<file path="src/rtl/uart_tx_fifo_if.sv">
// Push-side handshake, flush control and line/status signals of the buffered UART transmitter.
// master = word producer, slave = uart_tx_fifo.
interface uart_tx_fifo_if #(
    parameter int data_bits = 8,
    parameter int level_w   = 5
) ();
    logic [data_bits-1:0] tx_data;
    logic                 tx_valid;
    logic                 tx_ready;
    logic                 tx_flush;
    logic                 tx_serial;
    logic                 tx_busy;
    logic [level_w-1:0]   fifo_level;

    modport master (
        output tx_data, tx_valid, tx_flush,
        input  tx_ready, tx_serial, tx_busy, fifo_level
    );

    modport slave (
        input  tx_data, tx_valid, tx_flush,
        output tx_ready, tx_serial, tx_busy, fifo_level
    );
endinterface

</file>
<file path="src/rtl/uart_tx_fifo.sv">
// Buffered UART transmitter: valid/ready FIFO feeding a start/data/[parity]/stop serialiser.
// Define UART_TX_PARITY_EN to add a parity bit after the data bits (parity_mode: 0 even, 1 odd).
module uart_tx_fifo #(
    parameter int sys_clk_freq    = 16,
    parameter int baud_rate       = 1,
    parameter int data_bits       = 8,
    parameter int stop_bits       = 1,
    parameter int parity_mode     = 0,
    parameter int fifo_depth_log2 = 4
) (
    input  logic          comm_clk,
    input  logic          rst,
    uart_tx_fifo_if.slave bus
);
    localparam int CLKS_PER_BIT = sys_clk_freq / baud_rate;
    localparam int BAUD_W       = (CLKS_PER_BIT > 1) ? $clog2(CLKS_PER_BIT) : 1;
    localparam int BIT_W        = $clog2(data_bits + 1);
    localparam int DEPTH        = 2 ** fifo_depth_log2;
    localparam int LEVEL_W      = fifo_depth_log2 + 1;

    localparam logic [BAUD_W-1:0]          BAUD_LAST  = BAUD_W'(CLKS_PER_BIT - 1);
    localparam logic [BAUD_W-1:0]          BAUD_ONE   = BAUD_W'(1);
    localparam logic [BIT_W-1:0]           DATA_LAST  = BIT_W'(data_bits - 1);
    localparam logic [BIT_W-1:0]           STOP_LAST  = BIT_W'(stop_bits - 1);
    localparam logic [BIT_W-1:0]           BIT_ONE    = BIT_W'(1);
    localparam logic [LEVEL_W-1:0]         LEVEL_FULL = LEVEL_W'(DEPTH);
    localparam logic [LEVEL_W-1:0]         LEVEL_ONE  = LEVEL_W'(1);
    localparam logic [fifo_depth_log2-1:0] PTR_ONE    = fifo_depth_log2'(1);

    if (CLKS_PER_BIT < 2) begin : g_bad_baud
        $error("uart_tx_fifo: sys_clk_freq / baud_rate must be at least 2");
    end
    if (parity_mode != 0 && parity_mode != 1) begin : g_bad_parity
        $error("uart_tx_fifo: parity_mode must be 0 or 1");
    end

`ifdef UART_TX_PARITY_EN
    typedef enum logic [2:0] {S_IDLE, S_START, S_DATA, S_PARITY, S_STOP} state_t;
    localparam logic PARITY_ODD = (parity_mode == 1);
    logic r_parity;
`else
    typedef enum logic [2:0] {S_IDLE, S_START, S_DATA, S_STOP} state_t;
`endif

    state_t                     r_state;
    logic [BAUD_W-1:0]          r_baud;
    logic [BIT_W-1:0]           r_bit;
    logic [data_bits-1:0]       r_shift;
    logic                       r_serial;
    logic                       r_busy;

    logic [data_bits-1:0]       r_mem [DEPTH];
    logic [fifo_depth_log2-1:0] r_wr_ptr;
    logic [fifo_depth_log2-1:0] r_rd_ptr;
    logic [LEVEL_W-1:0]         r_level;

    logic                       w_full;
    logic                       w_push;
    logic                       w_pop;
    logic                       w_stop_end;
    logic [data_bits-1:0]       w_head;

    // Full blocks pushes even on a pop cycle: no pass-through from a full FIFO.
    assign w_full     = (r_level == LEVEL_FULL);
    assign w_push     = bus.tx_valid && !w_full && !bus.tx_flush;
    assign w_stop_end = (r_state == S_STOP) && (r_baud == BAUD_LAST) && (r_bit == STOP_LAST);
    assign w_pop      = (r_level != '0) && ((r_state == S_IDLE) || w_stop_end);
    assign w_head     = r_mem[r_rd_ptr];

    assign bus.tx_ready   = !w_full;
    assign bus.fifo_level = r_level;
    assign bus.tx_serial  = r_serial;
    assign bus.tx_busy    = r_busy;

    always_ff @(posedge comm_clk) begin
        if (w_push) begin
            r_mem[r_wr_ptr] <= bus.tx_data;
        end
    end

    always_ff @(posedge comm_clk or posedge rst) begin
        if (rst) begin
            r_wr_ptr <= '0;
            r_rd_ptr <= '0;
            r_level  <= '0;
        end else if (bus.tx_flush) begin
            r_rd_ptr <= r_wr_ptr;
            r_level  <= '0;
        end else begin
            if (w_push) begin
                r_wr_ptr <= r_wr_ptr + PTR_ONE;
            end
            if (w_pop) begin
                r_rd_ptr <= r_rd_ptr + PTR_ONE;
            end
            case ({w_push, w_pop})
                2'b10:   r_level <= r_level + LEVEL_ONE;
                2'b01:   r_level <= r_level - LEVEL_ONE;
                default: r_level <= r_level;
            endcase
        end
    end

    always_ff @(posedge comm_clk or posedge rst) begin
        if (rst) begin
            r_state  <= S_IDLE;
            r_baud   <= '0;
            r_bit    <= '0;
            r_shift  <= '0;
            r_serial <= 1'b1;
            r_busy   <= 1'b0;
`ifdef UART_TX_PARITY_EN
            r_parity <= 1'b0;
`endif
        end else begin
            case (r_state)
                S_IDLE: begin
                    r_serial <= 1'b1;
                    r_busy   <= 1'b0;
                    if (w_pop) begin
                        r_shift  <= w_head;
`ifdef UART_TX_PARITY_EN
                        r_parity <= (^w_head) ^ PARITY_ODD;
`endif
                        r_baud   <= '0;
                        r_bit    <= '0;
                        r_serial <= 1'b0;
                        r_busy   <= 1'b1;
                        r_state  <= S_START;
                    end
                end
                S_START: begin
                    if (r_baud == BAUD_LAST) begin
                        r_baud   <= '0;
                        r_bit    <= '0;
                        r_serial <= r_shift[0];
                        r_state  <= S_DATA;
                    end else begin
                        r_baud <= r_baud + BAUD_ONE;
                    end
                end
                S_DATA: begin
                    if (r_baud == BAUD_LAST) begin
                        r_baud <= '0;
                        if (r_bit == DATA_LAST) begin
                            r_bit <= '0;
`ifdef UART_TX_PARITY_EN
                            r_serial <= r_parity;
                            r_state  <= S_PARITY;
`else
                            r_serial <= 1'b1;
                            r_state  <= S_STOP;
`endif
                        end else begin
                            r_bit    <= r_bit + BIT_ONE;
                            r_shift  <= r_shift >> 1;
                            r_serial <= r_shift[1];
                        end
                    end else begin
                        r_baud <= r_baud + BAUD_ONE;
                    end
                end
`ifdef UART_TX_PARITY_EN
                S_PARITY: begin
                    if (r_baud == BAUD_LAST) begin
                        r_baud   <= '0;
                        r_serial <= 1'b1;
                        r_state  <= S_STOP;
                    end else begin
                        r_baud <= r_baud + BAUD_ONE;
                    end
                end
`endif
                S_STOP: begin
                    if (r_baud == BAUD_LAST) begin
                        r_baud <= '0;
                        if (r_bit == STOP_LAST) begin
                            r_bit <= '0;
                            // Chain straight into the next start bit when more words wait.
                            if (w_pop) begin
                                r_shift  <= w_head;
`ifdef UART_TX_PARITY_EN
                                r_parity <= (^w_head) ^ PARITY_ODD;
`endif
                                r_serial <= 1'b0;
                                r_state  <= S_START;
                            end else begin
                                r_serial <= 1'b1;
                                r_busy   <= 1'b0;
                                r_state  <= S_IDLE;
                            end
                        end else begin
                            r_bit <= r_bit + BIT_ONE;
                        end
                    end else begin
                        r_baud <= r_baud + BAUD_ONE;
                    end
                end
                default: begin
                    r_serial <= 1'b1;
                    r_busy   <= 1'b0;
                    r_state  <= S_IDLE;
                end
            endcase
        end
    end
endmodule

</file>
<file path="src/flat_wrapper.sv">
// flat-port wrapper written by rule: the top's interface ports become plain ports
module uart_tx_fifo_flat 
#(
    parameter int sys_clk_freq    = 16,
    parameter int baud_rate       = 1,
    parameter int data_bits       = 8,
    parameter int stop_bits       = 1,
    parameter int parity_mode     = 0,
    parameter int fifo_depth_log2 = 4
)
  (comm_clk, rst, bus_tx_data, bus_tx_valid, bus_tx_flush, bus_tx_ready, bus_tx_serial, bus_tx_busy, bus_fifo_level);
  uart_tx_fifo_if #(.data_bits(data_bits), .level_w(5)) bus_i ();
  input  logic comm_clk;
  input  logic rst;
  input wire logic [$bits(bus_i.tx_data)-1:0] bus_tx_data;
  input wire logic [$bits(bus_i.tx_valid)-1:0] bus_tx_valid;
  input wire logic [$bits(bus_i.tx_flush)-1:0] bus_tx_flush;
  output wire logic [$bits(bus_i.tx_ready)-1:0] bus_tx_ready;
  output wire logic [$bits(bus_i.tx_serial)-1:0] bus_tx_serial;
  output wire logic [$bits(bus_i.tx_busy)-1:0] bus_tx_busy;
  output wire logic [$bits(bus_i.fifo_level)-1:0] bus_fifo_level;
  assign bus_i.tx_data = bus_tx_data;
  assign bus_i.tx_valid = bus_tx_valid;
  assign bus_i.tx_flush = bus_tx_flush;
  assign bus_tx_ready = bus_i.tx_ready;
  assign bus_tx_serial = bus_i.tx_serial;
  assign bus_tx_busy = bus_i.tx_busy;
  assign bus_fifo_level = bus_i.fifo_level;
  uart_tx_fifo #(.sys_clk_freq(sys_clk_freq), .baud_rate(baud_rate), .data_bits(data_bits), .stop_bits(stop_bits), .parity_mode(parity_mode), .fifo_depth_log2(fifo_depth_log2)) u_core (.comm_clk(comm_clk), .rst(rst), .bus(bus_i));
endmodule
</file>
<file path="config.mk">
export PLATFORM = sky130hd
export DESIGN_NAME = uart_tx_fifo_flat
export DESIGN_NICKNAME = d
export VERILOG_FILES = /design/src/rtl/uart_tx_fifo_if.sv /design/src/rtl/uart_tx_fifo.sv /design/src/flat_wrapper.sv
export SDC_FILE = /design/constraint.sdc
export NUM_CORES = 1
export LEC_CHECK = 0
export BUFFER_PORTS_ARGS = -buffer_cell sky130_fd_sc_hd__buf_2
export CAP_MARGIN = 20
export CORE_MARGIN = 5
export CORE_UTILIZATION = 35
export DETAILED_ROUTE_END_ITERATION = 8
export PLACE_DENSITY = 0.46
export SLEW_MARGIN = 5
export SYNTH_ARGS = -nofsm -noshare
export SYNTH_HDL_FRONTEND = slang
export SYNTH_SLANG_ARGS = --single-unit
</file>
<file path="constraint.sdc">
create_clock -name comm_clk -period 8.29 [get_ports comm_clk]
set_input_delay 0.4145 -clock comm_clk [delete_from_list [all_inputs] [get_ports comm_clk]]
set_output_delay 0.4145 -clock comm_clk [all_outputs]
set_load 0.1 [all_outputs]
</file>
==> metrics <==
Largest delay share family, worst path=simple AND/OR/NAND/NOR gates; PostCTS Resize Cnt=0; Mapped Area=6973 µm²; fillcell total=1828; post-synthesis sequential area ratio=0.6698; syn nets=470; Top FF cell, synth=edfxtp_1; critical path data required time=8.64 ns; core area=19530 µm²; pwr dens=360.1 nW/µm²; status=finished clean; most common cell after layout, fill and taps aside=edfxtp_1; crit-path max cell delay=0.49 ns; RSZ-0062 raised after global routing=false; Mapped Cells=442; f_max=0.2598 GHz; most frequent cells in the layout=edfxtp_1 (128), mux4_2 (31), dfrtp_1 (31); Pins Over Slew Limit=0; RD Place Congestion=0.7826; later-pin clock latency in the skew report=0.42 ns; Post-CTS Setup Repair Bufs=0; area of the multi-input gates=2141 µm²; Post-Layout Cell Count=747; clock root buffer=clkbuf_16; sw frac=0.3630; Most Used Layer, Global Route=met2; area grow syn2layout=14.03%; M3 GR Usage=0.03202; GRT Util Overall=0.1450; Comb power frac=0.363; # diodes=0; Worst Skew=0.009844 ns; CTS tree=yes; initial core utilization=0.3571; H-Tree Depth=4; Slowest cell on crit path=or3b_1; internal power=1.824 mW; io pins=20; Max IR drop VDD=145.3 µV; Tmin final=3.849 ns; Net Sw Power=1.039 mW; async set-reset flop share out of synthesis=0.2050; Reg clk slew, reported paths=0.06 ns; Max-slew headroom=0.2791; Post-DRT Antenna Nets=0; CTS buffer count=17; initial antenna violation count=0; flops & latches, synth=161; Worst setup EP type=flip-flop; Num Clock Sinks=161; endpoints failing hold=0; Die Y=151.1 µm; largest net degree at the start of global routing=42; Die Area=22840 µm²; Syn Area/Cell=15.78 µm²; Post-synth EDFFs=128; nets@finish=498; final setup TNS=0 ns; DR DRC count=0; buffers and inverters on the worst path=2; CP startpoint kind=flip-flop; Iter 0 DRT Violations=188; die width=151.1 µm; share of cells above drive strength 1=0.2033; GR Util met2=0.2411; Post-DP HPWL=9892 µm; vias per cell=5.126; Least-Margin Pin Slew=1.077 ns; maxcap violations=0; final wirelength=15260 µm; Netlist cell types=54; Setup Viol. Count Final=0; First-pass DRT Iterations=4; Fin Hold WS=0.07889 ns; Sequential Power Share=0.372; Congestion Overflow GR=0; met1 global-route usage=0.1897; leak pwr=2.767 nW; Ys Warns=0; clock group share of total power=0.265; crit-path max FO=7; clock buffer depth=2; Final Cycle Share=0.4643; Core Rows=51; total number of vias=3829; Port Buffers=19; FF/Latch Area=4672 µm²; CTS Hold Buffers Added=0; Core Util, Final=0.4072; first-pass GRT wire length=23920 µm; mean routed wirelength per cell=20.42 µm; number of global-route vias before repair=3970; worst setup path category=flip-flop to flip-flop; Hold/Removal Path Class=primary input to asynchronous set/reset pin; CP Data Arrival Time=4.19 ns; placed cells=714; cell chain of the critical path=inv_1 -> ha_1 -> or3b_1 -> o31a_1 -> nor2_1 -> o21ai_0 -> inv_1 -> ha_1 -> nor2b_1 -> o21a_1 -> or4_1 -> a2111o_1 -> a21oi_1
synthesized netlist by cell type, types with 2 or more instances:
cell,n,area share
mux4_2,31,0.10
o21a_1,3,0.0032
o22ai_1,2,0.0018
xnor2_1,5,0.0063
nand3_1,6,0.0043
nor3_1,10,0.0072
o21ai_0,20,0.014
nand2b_1,5,0.0045
nor2_1,29,0.016
mux2i_1,16,0.023
edfxtp_1,128,0.55
a31oi_1,4,0.0036
a221oi_1,6,0.0075
dfrtp_1,32,0.11
a22oi_1,3,0.0032
and2_1,2,0.0018
a211oi_1,7,0.0075
or4_1,3,0.0032
clkbuf_1,9,0.0048
nand2_1,21,0.011
nand4_1,2,0.0018
ha_1,15,0.027
mux2_2,5,0.0081
inv_1,19,0.010
a22o_1,2,0.0025
or3_1,3,0.0027
nor2b_1,4,0.0036
a21oi_1,15,0.011
xor2_1,2,0.0025
buf_2,6,0.0043
o41ai_1,2,0.0025
buf_1,3,0.0016
state kept, by name (all words and copies together) (netlist names):
signal and cells:
u_core.bus.tx_busy 1, u_core.bus.fifo_level 5, u_core.bus.tx_serial 1, u_core.r_mem 128
u_core.r_rd_ptr 4, u_core.r_baud 4, u_core.r_bit 4, u_core.r_shift 8
u_core.r_wr_ptr 4, u_core.r_state 2
worst reg2reg max path: stages, from the launching register on:
cell and delay, ns:
dfrtp_1 0.40, inv_1 0.09, ha_1 0.17, or3b_1 0.49, o31a_1 0.36, nor2_1 0.38
o21ai_0 0.24, inv_1 0.15, ha_1 0.27, nor2b_1 0.16, o21a_1 0.18, or4_1 0.40
a2111o_1 0.37, a21oi_1 0.13
cells by family (layout without fill, tap and decap cells):
group | count (synthesis) | count (layout) | synth area share
buffers and inverters | 39 | 79 | 0.02315
DFF | 161 | 161 | 0.6698
xor gates and xnor gates | 7 | 7 | 0.008793
adders and majority gates | 16 | 16 | 0.02979
AOI/OAI and AO/OA | 77 | 77 | 0.07572
muxes | 52 | 52 | 0.1312
and+or+nand+nor | 90 | 90 | 0.06155
layout make-up:
| cell class | instances | share of cell area |
|---|---|---|
| clock buffers | 20 | 0.05492 |
| clock inverters | 11 | 0.01668 |
| inverters | 20 | 0.009441 |
| multi-input cells | 242 | 0.2692 |
| flip-flops and latches | 161 | 0.5876 |
| well taps | 265 | 0.04170 |
| repair buffers | 28 | 0.02046 |
metrics by stage:
stage,instance area (µm²),power (mW),setup slack (ns)
final,7951,2.863,4.441
after global routing,7951,3.037,4.156
after CTS,7936,2.901,4.392
after detailed placement,7367,2.136,4.411
after global placement,7367,2.121,4.579
after floorplan,6973,1.876,4.591
routing by layer:
metal | up-vias | share of wire
li1 | 1787 | -
met1 | 1967 | 0.45
met2 | 61 | 0.51
met3 | 14 | 0.029
met4 | 0 | 0.011
met5 | - | 0
power groups by stage:
stage	Combinational (mW)	Clock [mW]	Sequential, mW
after floorplan	0.735	0	1.14
after global placement	1.05	0	1.08
after detailed placement	1.06	0	1.08
after CTS	1.06	0.779	1.06
after global routing	1.14	0.814	1.08
final	1.04	0.758	1.06
path summary, 6_finish.rpt:
check	startpoint	end	depth (start not counted)	slack (ns)
setup reg to reg	u_core.r_bit[0]	u_core.bus.fifo_level[4]	13	4.44
hold reg to reg	u_core.r_baud[0]	u_core.r_baud[0]	1	0.52
min in group comm_clk	bus_tx_flush	u_core.bus.fifo_level[3]	2	0.33
max in group asynchronous	rst	u_core.bus.tx_serial	3	7.87
hold / removal	rst	u_core.bus.fifo_level[3]	3	0.08
setup / recovery	u_core.r_bit[0]	u_core.bus.fifo_level[4]	13	4.44
Power figures use the tool's default switching activity.
